==> config.mk <==
export PLATFORM = sky130hd
export DESIGN_NAME = iir_output_buffer
export DESIGN_NICKNAME = d
export VERILOG_FILES = /design/src/rtl/dsp_pkg.sv /design/src/rtl/sync_fifo.sv /design/src/rtl/iir_output_buffer.sv
export SDC_FILE = /design/constraint.sdc
export NUM_CORES = 1
export LEC_CHECK = 0
export ABC_AREA = 0
export BUFFER_PORTS_ARGS = -buffer_cell sky130_fd_sc_hd__buf_2
export CAP_MARGIN = 10
export CELL_PAD_IN_SITES_DETAIL_PLACEMENT = 1
export CELL_PAD_IN_SITES_GLOBAL_PLACEMENT = 1
export CORE_ASPECT_RATIO = 0.9
export CORE_MARGIN = 2
export CORE_UTILIZATION = 58
export CTS_BUF_LIST = sky130_fd_sc_hd__clkbuf_4
export CTS_CLUSTER_SIZE = 24
export DETAILED_ROUTE_END_ITERATION = 6
export PLACE_DENSITY_LB_ADDON = 0.1
export SYNTH_ARGS = -nofsm -noshare
export SYNTH_HDL_FRONTEND = slang
export SYNTH_HIERARCHICAL = 1
export SYNTH_SLANG_ARGS = --single-unit
==> constraint.sdc <==
create_clock -name clk -period 11 [get_ports clk]
set_input_delay 0.55 -clock clk [delete_from_list [all_inputs] [get_ports clk]]
set_output_delay 0.55 -clock clk [all_outputs]
set_load 0.02 [all_outputs]
==> src/rtl/dsp_pkg.sv <==
// Shared DSP helpers: saturation limits, round-half-up shift, drop counter width.
// Arithmetic is done in CALC_W bits so any filter word up to 64 bits plus its rounding add fits.
package dsp_pkg;

    localparam int DROP_CNT_W = 16;
    localparam int CALC_W     = 65;

    typedef logic signed [CALC_W-1:0] calc_t;

    typedef struct packed {
        calc_t max;
        calc_t min;
    } sat_lim_t;

    typedef enum logic [1:0] {
        OCC_EMPTY,
        OCC_ACTIVE,
        OCC_FULL
    } occ_t;

    function automatic sat_lim_t sat_limits(input int w);
        sat_lim_t lim;
        lim.max = (calc_t'(1) <<< (w - 1)) - calc_t'(1);
        lim.min = -(calc_t'(1) <<< (w - 1));
        return lim;
    endfunction

    // Ties round toward +inf: the floor of the arithmetic shift after adding half an LSB.
    function automatic calc_t round_shift(input calc_t x, input int sh);
        calc_t r;
        r = x;
        if (sh > 0) begin
            r = (x + (calc_t'(1) <<< (sh - 1))) >>> sh;
        end
        return r;
    endfunction

endpackage

==> src/rtl/sync_fifo.sv <==
// First-word-fall-through FIFO: a push into an empty FIFO is visible at dout after one edge.
// The caller never pushes when full without a pop; the head register holds when empty.
module sync_fifo #(
    parameter int width = 16,
    parameter int depth = 16
) (
    input  logic                   clk,
    input  logic                   rst,
    input  logic                   push,
    input  logic                   pop,
    input  logic [width-1:0]       din,
    output logic [width-1:0]       dout,
    output logic                   full,
    output logic                   empty,
    output logic [$clog2(depth):0] level
);

    localparam int PW = $clog2(depth);
    localparam int LW = PW + 1;
    localparam logic [LW-1:0] FULL_LVL = LW'(depth);

    logic [width-1:0] mem_q [depth];
    logic [PW-1:0]    wr_ptr_q, wr_ptr_d;
    logic [PW-1:0]    rd_ptr_q, rd_ptr_d;
    logic [LW-1:0]    level_q, level_d;
    logic [width-1:0] dout_q, dout_d;

    assign full  = (level_q == FULL_LVL);
    assign empty = (level_q == '0);
    assign level = level_q;
    assign dout  = dout_q;

    always_comb begin
        wr_ptr_d = wr_ptr_q;
        rd_ptr_d = rd_ptr_q;
        level_d  = level_q;
        dout_d   = dout_q;
        if (push) wr_ptr_d = wr_ptr_q + PW'(1);
        if (pop)  rd_ptr_d = rd_ptr_q + PW'(1);
        if (push && !pop) begin
            level_d = level_q + LW'(1);
        end else if (pop && !push) begin
            level_d = level_q - LW'(1);
        end
        // The head register is refilled either straight from din (nothing else left) or from storage.
        if (push && (level_q == '0 || (pop && level_q == LW'(1)))) begin
            dout_d = din;
        end else if (pop && level_q > LW'(1)) begin
            dout_d = mem_q[rd_ptr_d];
        end
    end

    always_ff @(posedge clk or negedge rst) begin
        if (!rst) begin
            wr_ptr_q <= '0;
            rd_ptr_q <= '0;
            level_q  <= '0;
            dout_q   <= '0;
        end else begin
            wr_ptr_q <= wr_ptr_d;
            rd_ptr_q <= rd_ptr_d;
            level_q  <= level_d;
            dout_q   <= dout_d;
        end
    end

    always_ff @(posedge clk) begin
        if (push) mem_q[wr_ptr_q] <= din;
    end

endmodule

==> src/rtl/iir_output_buffer.sv <==
// Rounds/saturates the IIR output, buffers it in a FWFT FIFO, drains over valid/ready.
// One-cycle latency into an empty FIFO; when full, a sample without a same-cycle pop is dropped and counted.
module iir_output_buffer
    import dsp_pkg::*;
#(
    parameter int bitwidth   = 32,
    parameter int out_width  = 16,
    parameter int frac_shift = 0,
    parameter int fifo_depth = 16
) (
    input  logic                          clk,
    input  logic                          rst,
    input  logic signed [bitwidth-1:0]    x_in,
    input  logic                          in_valid,
    output logic signed [out_width-1:0]   out_data,
    output logic                          out_valid,
    input  logic                          out_ready,
    output logic [$clog2(fifo_depth):0]   level,
    output logic                          sat_flag,
    output logic                          ovf_flag,
    output logic [DROP_CNT_W-1:0]         drop_count,
    input  logic                          clear_flags
);

    localparam sat_lim_t LIM = sat_limits(out_width);

    calc_t                 x_ext;
    calc_t                 r;
    logic                  clip;
    logic [out_width-1:0]  y_sat;

    always_comb begin
        x_ext = calc_t'(x_in);
        r     = round_shift(x_ext, frac_shift);
        clip  = 1'b0;
        y_sat = r[out_width-1:0];
        if (r > LIM.max) begin
            y_sat = LIM.max[out_width-1:0];
            clip  = 1'b1;
        end else if (r < LIM.min) begin
            y_sat = LIM.min[out_width-1:0];
            clip  = 1'b1;
        end
    end

    logic fifo_full, fifo_empty;
    logic push, pop, drop;
    occ_t occ;

    always_comb begin
        occ = OCC_ACTIVE;
        if (fifo_empty)     occ = OCC_EMPTY;
        else if (fifo_full) occ = OCC_FULL;
    end

    assign out_valid = (occ != OCC_EMPTY);
    assign pop       = out_valid && out_ready;
    assign push      = in_valid && ((occ != OCC_FULL) || pop);
    assign drop      = in_valid && (occ == OCC_FULL) && !pop;

    logic [out_width-1:0] fifo_dout;

    sync_fifo #(
        .width (out_width),
        .depth (fifo_depth)
    ) u_fifo (
        .clk   (clk),
        .rst   (rst),
        .push  (push),
        .pop   (pop),
        .din   (y_sat),
        .dout  (fifo_dout),
        .full  (fifo_full),
        .empty (fifo_empty),
        .level (level)
    );

    assign out_data = fifo_dout;

    logic                  sat_q, sat_d;
    logic                  ovf_q, ovf_d;
    logic [DROP_CNT_W-1:0] drop_cnt_q, drop_cnt_d;

    // A clip or drop in the same cycle as clear_flags survives the clear.
    always_comb begin
        sat_d      = (sat_q & ~clear_flags) | (in_valid & clip);
        ovf_d      = (ovf_q & ~clear_flags) | drop;
        drop_cnt_d = drop_cnt_q;
        if (clear_flags) begin
            drop_cnt_d = drop ? DROP_CNT_W'(1) : '0;
        end else if (drop && drop_cnt_q != '1) begin
            drop_cnt_d = drop_cnt_q + DROP_CNT_W'(1);
        end
    end

    always_ff @(posedge clk or negedge rst) begin
        if (!rst) begin
            sat_q      <= 1'b0;
            ovf_q      <= 1'b0;
            drop_cnt_q <= '0;
        end else begin
            sat_q      <= sat_d;
            ovf_q      <= ovf_d;
            drop_cnt_q <= drop_cnt_d;
        end
    end

    assign sat_flag   = sat_q;
    assign ovf_flag   = ovf_q;
    assign drop_count = drop_cnt_q;

endmodule

# After elaboration in Yosys (flattened, before gate mapping)
# Memory sizes are Yosys's and may differ from the RTL's.
# Cells that the tools add are included.
[totals] reg_bits=47 latchBits=0 ramBits=256 mem_bits_ro=0 in_bits=37 output_inout_bits=40 word_cells=62 n_memories=1
[classes] add_sub_neg=5 mul=0 div_mod_pow=0 order_cmp=3 eq_ne=5 n_shift=0 muxes=16 bitwise_logic=6 reduce_logical=19
[memory_table] memory="u_fifo.mem_q" words=16 word_bits=16 rd=1 rd_clocked_by_memory_dff=0 write_ports=1 line="sync_fifo.sv:22" rtl="logic [width-1:0] mem_q [depth];"
[ops] operator="2-to-1 mux 16 bit" count=6
[ops] operator="greater-than comparator 32 x 16 -> 1 bit, second input constant" count=1
[ops] operator="< comparator 32 x 16 -> 1 bit, second input constant" count=1
[ops] operator="adder 16 x 1 -> 16 bit, second input constant" count=1
[ops] operator="inequality test 16 bit, second input constant" count=1
[ops] operator="logical AND 1 bit" count=10
[ops] operator="2-to-1 mux 5 bit" count=2
[ops] operator="adder 4 x 1 -> 4 bit, second input constant" count=2
[ops] operator="nonzero test 2 bit" count=4
[ops] operator="adder 5 x 1 -> 5 bit, second input constant" count=1
[ops] operator="equality test 5 x 1 -> 1 bit, second input constant" count=1
[ops] operator="equality test 5 bit, second input constant" count=1
[ops] operator="greater-than comparator 5 x 1 -> 1 bit, second input constant" count=1
[ops] operator="zero test 5 bit" count=1
[ops] operator="2-to-1 mux 1 bit" count=5
[ops] operator="subtractor 5 x 1 -> 5 bit, second input constant" count=1
[ops] operator="2-to-1 mux 2 bit" count=2
[ops] operator="2-to-1 mux 4 bit" count=1
[ops] operator="bitwise AND 1 bit" count=3
[ops] operator="equality test 2 bit, second input constant" count=1
[ops] operator="zero test 1 bit" count=2
[ops] operator="logical OR 1 bit" count=2
[ops] operator="inequality test 2 bit, second input constant" count=1
[ops] operator="bitwise OR 1 bit" count=2
[ops] operator="inverter 1 bit" count=1

# Longest topological paths before layout
[depth] ltp_word=11 depth_mapped=14 ltp_nobuf=11

# Cells and area by module
# The synthesis kept the hierarchy.
[modules_own_cells] mod="sync_fifo" n_inst=1 cells_each=843 area_each_um2=13883.3 seq_area_each_um2=8413.1
[modules_own_cells] mod="iir_output_buffer" n_inst=1 cells_each=142 area_each_um2=1330.0 seq_area_each_um2=450.4

# Worst setup path after synthesis
# No wires, ideal clock.
[synth_path] path_kind="register -> register" start="register u_fifo.level_q[2], in the netlist u_fifo/level[2]" end="memory u_fifo.mem_q[3][0], enable pin" setup_ps=409 arrival_time_ps=3294 required_time_ps=10591 path_slack_ps=7297 stages_incl_launch_ff=10 path_buffers=3 period_less_slack_ps=3703 cell_sequence="dfrtp_1 > or3_4 > buf_6 > buf_6 > nor2_1 > nor2_1 > a21boi_0 > buf_2 > nand2_1 > nor3_1"
[synth_via] word_cells_on_any_way=11 classes_between="eq/ne: 2; mux: 4; reduce/logical: 5"
[synth_lines] element="start, declared" line="sync_fifo.sv:25" rtl="logic [LW-1:0] level_q, level_d;"
[synth_lines] element="start signal, assigned" line="sync_fifo.sv:62" rtl="level_q <= level_d;"
[synth_lines] element="zero test 5 bit (*)" line="sync_fifo.sv:29" rtl="assign empty = (level_q == '0);"
[synth_lines] element="net fifo_empty" line="iir_output_buffer.sv:46" rtl="logic fifo_full, fifo_empty;"
[synth_lines] element="2-to-1 mux 2 bit (*)" line="iir_output_buffer.sv:52" rtl="if (fifo_empty) occ = OCC_EMPTY;"
[synth_lines] element="nonzero test 2 bit" line="iir_output_buffer.sv:56" rtl="assign out_valid = (occ != OCC_EMPTY);"
[synth_lines] element="logical AND 1 bit" line="iir_output_buffer.sv:57" rtl="assign pop = out_valid && out_ready;"
[synth_lines] element="logical OR 1 bit (*)" line="iir_output_buffer.sv:58" rtl="assign push = in_valid && ((occ != OCC_FULL) || pop);"
[synth_lines] element="logical AND 1 bit (*)" line="iir_output_buffer.sv:58"
[synth_lines] element="net push" line="iir_output_buffer.sv:47" rtl="logic push, pop, drop;"
[synth_lines] element="2-to-1 mux 1 bit (*)" line="sync_fifo.sv:68" rtl="if (push) mem_q[wr_ptr_q] <= din;"
[synth_lines] element="2-to-1 mux 1 bit (not written as such) (*)" line="sync_fifo.sv:68"
[synth_lines] element="end, declared" line="sync_fifo.sv:22"
# The timed path passes the listed nets; every way through them passes the cells marked *.

# Worst setup path in the final report
[layout_path] start="register u_fifo.level_q[0], in the netlist u_fifo/level[0]" end="register u_fifo.dout_q[4], in the netlist u_fifo/dout[4]"
[layout_via] word_cells_on_any_way=20 classes_between="order compare: 1; eq/ne: 3; mux: 5; reduce/logical: 10; memory: 1"
[layout_lines] element="zero test 5 bit (*)" line="sync_fifo.sv:29"
[layout_lines] element="net fifo_empty" line="iir_output_buffer.sv:46"
[layout_lines] element="2-to-1 mux 2 bit (*)" line="iir_output_buffer.sv:52"
[layout_lines] element="nonzero test 2 bit (*)" line="iir_output_buffer.sv:56"
[layout_lines] element="logical AND 1 bit (*)" line="iir_output_buffer.sv:57"
[layout_lines] element="net pop" line="iir_output_buffer.sv:47"
[layout_lines] element="2-to-1 mux 4 bit, or another cell as far along" line="sync_fifo.sv:39" rtl="if (pop) rd_ptr_d = rd_ptr_q + PW'(1);"
[layout_lines] element="memory read (16 x 16 bit), or another cell as far along"
[layout_lines] element="2-to-1 mux 16 bit / logical AND 1 bit (equally long branches)" line="sync_fifo.sv:48, sync_fifo.sv:46"
[layout_lines] element="2-to-1 mux 16 bit / nonzero test 2 bit (equally long branches)"
[layout_lines] element="end signal, assigned" line="sync_fifo.sv:63" rtl="dout_q <= dout_d;"
[layout_lines] element="end, declared" line="sync_fifo.sv:26" rtl="logic [width-1:0] dout_q, dout_d;"
# The timed path passes the listed nets; every way through them passes the cells marked *. The select of a mux whose other input is x is not followed.
# A chain may end at the register's enable or synchronous reset.

==> results.toml <==
[run_status]
status = "finished clean"

[final_layout]
nets = 1142
final_util = 0.651
mostFrequentLayoutCells = "edfxtp_1, mux4_2, clkbuf_4"
drive_above_1_share = 0.335
final_common_cell = "edfxtp_1"
syn_to_final_growth_pct = 10.9
instances_no_fill = 1503

[place]
numPortBuffers = 76
place.detailed.hpwl_mm = 26.4
dp_slack_ns = 7.14
gp_congestion = 0.827
place_inst = 1361

[power_and_ir_drop]
powerDensity_nw_per_um2 = 267
leakage_nw = 5.98
peakVddDrop_mv = 0.144

[synth]
syn_nets = 1032
netlist_area_um2 = 15200
synth.ff_latch_count = 303
synth-edff-count = 256
synth_area_per_cell_um2 = 15.4
synthCells = 985
synth_cell_types = 77
synth-seq-area-share = 0.583
async_flop_share = 0.155
synth_flop_cell = "edfxtp_1"
yosysWarnings = 6
synth_area_leaders = "edfxtp_1, mux4_2, dfrtp_1"
yosysTopAreaCellShare = 0.505
yosys.area.top_type = "edfxtp_1"

[clocking]
clockRootBuffer = "clkbuf_4"
clkTransAtPathRegs_ns = 0.07
cts_tree = "yes"
cts_buffer_depth = 3
post_cts_buffers = 0
cts_max_level = 3
numCtsBuffers = 79
clock_latency_ns = 0.72
cts_num_sinks = 303

[timing]
clock_skew_ns = 0.0515
layout_setup_ws_ns = 7.04
setup_tns_ns = 0
rsz0062_at_grt = "false"
timing.fmax_mhz = 252
drv_slew = 0
finalHoldViolCount = 0
min_period_ns = 3.96
maxSlewHeadroom = 0.188
period_share = 0.360
worst_pin_slew_ns = 1.21
setup_viol = 0

[setup_path]
crit_slowest_cell = "a2111oi_4"
end_kind = "register"
critical-path-max-stage-delay_ns = 1.08
crit_top_cell = "inv_1"
cp.required_ns = 11.57
worst_ep_arrival_time_ns = 4.53
cp_top_family = "compound AO/OA/AOI/OAI gates"
crit_buf_inv = 4
criticalPathCategory = "reg2reg"
crit_fanout = 67
crit_chain = "inv_1, ha_1, inv_1, nor2_1, nor2b_4, inv_2, buf_4, a2111oi_4, o31ai_1, o22ai_1, o21ba_1"
start_kind = "register"

[floorplan]
die_h_um = 158
dieWidth_um = 175
fp.dieArea_um2 = 27500
coreArea_um2 = 25900
start_util = 0.587
ios = 77
rows = 56

[grt]
antenna_found_initial = 2
globalRouteMet2Util = 0.488
gr-usage-met3 = 0.0675
grt-busiest-layer = "met2"
grtUsageMet1 = 0.428
grt_overflow = 0
grt_max_degree = 68
grt_util_all_layers = 0.310
grt_pass1_vias = 10400
grt_pass1_wl_mm = 62.8

[routing]
wl_mm = 41.5
drtIter0Drc = 1167
dr.pass1.iters = 7
wl_per_cell_um = 27.6
dr_total_vias = 10100
vias_per_cell = 6.70
drc = 0
detail-route-antenna-nets = 0

[job]
maxCapViolations = 0

[worst_hold_path]
hp-class = "in2reg"
[metrics by stage]
step	total power, mW	instance area [um2]	hold WS (ns)
after floorplan	3.04	15200	0.254
after global placement	3.44	15800	0.494
after detailed placement	3.51	15800	0.500
after CTS	4.53	16900	0.120
after global routing	4.75	16900	0.150
final	4.51	16900	0.165
[path summary, 6_finish.rpt]
kind                                             start                      endpoint  slack, ns  cells after the start
min in group asynchronous                          rst    u_fifo/dout[8]$_DFFE_PN0P_       0.47                      3
setup reg to reg           u_fifo/level[0]$_DFFE_PN0P_    u_fifo/dout[4]$_DFFE_PN0P_       7.04                     11
hold / removal                                in_valid            sat_flag$_DFF_PN0_       0.16                      2
setup / recovery           u_fifo/level[0]$_DFFE_PN0P_    u_fifo/dout[4]$_DFFE_PN0P_       7.04                     11
hold reg to reg                     ovf_flag$_DFF_PN0_            ovf_flag$_DFF_PN0_       0.52                      1
max in group asynchronous                          rst  u_fifo/rd_ptr_q[0]$_DFF_PN0_       9.95                      3
[flip-flops by register name (all words and copies together) (netlist names)]
| register | flops |
|---|---|
| u_fifo/rd_ptr_q | 4 |
| u_fifo/dout | 16 |
| u_fifo/level | 5 |
| u_fifo/mem_q | 256 |
| ovf_flag | 1 |
| drop_count | 16 |
| sat_flag | 1 |
| u_fifo/wr_ptr_q | 4 |
[power breakdown]
group | leakage [nW] | switching, mW | total (mW) | internal (mW)
logic | 2.46 | 1.04 | 1.92 | 0.879
registers | 2.91 | 0.178 | 1.59 | 1.41
clock network | 0.609 | 0.480 | 1.00 | 0.524
total | 5.98 | 1.70 | 4.51 | 2.82
[metal layers]
metal	routed length [um]	part of all wire
met2	20200	0.49
met1	16600	0.40
met3	3490	0.084
met4	1150	0.028
met5	13	0.00031
[kinds of logic after synthesis]
kind of cell | count (synthesis) | synth area share
adder cells (fa/ha/maj) | 10 | 0.00822
multiplexers | 148 | 0.200
flip-flops | 303 | 0.583
AND/OR/NAND/NOR | 266 | 0.0871
AO/OA/AOI/OAI | 163 | 0.0842
XOR/XNOR | 10 | 0.00576
buffers and inverters | 85 | 0.0317
[synth_stat cells (all sizes together), types with 3 or more instances]
cell / count
edfxtp: 256
mux4: 125
nand2: 95
nor2: 79
buf: 55
dfrtp: 47
nor3: 26
o22ai: 21
mux2i: 20
o21ai: 20
o31ai: 18
a31oi: 17
o21a: 17
clkbuf: 16
o21ba: 15
inv: 14
nand4: 14
o221a: 14
a21oi: 13
ha: 10
nand2b: 9
nor4: 8
nand3: 7
a211oi: 6
and4: 5
xnor2: 5
xor2: 5
or4: 4
a211o: 3
and3: 3
and3b: 3
mux2: 3
[final cells by class]
| type | count | area, um2 |
|---|---|---|
| Tap cell | 348 | 435 |
| Clock buffer | 113 | 848 |
| Fill cell | 2444 | 9050 |
| Inverter | 14 | 52.6 |
| Timing Repair Buffer | 100 | 563 |
| Clock inverter | 27 | 179 |
| Antenna cell | 1 | 2.50 |
| Multi-Input combinational cell | 597 | 5920 |
| Sequential cell | 303 | 8870 |
[repair_timing]
action	CTS	global route
hold buffers	1	0
hold endpoints to repair	41	0
gates resized for setup	0	0
Note: power is estimated with default switching activity, not from simulation.
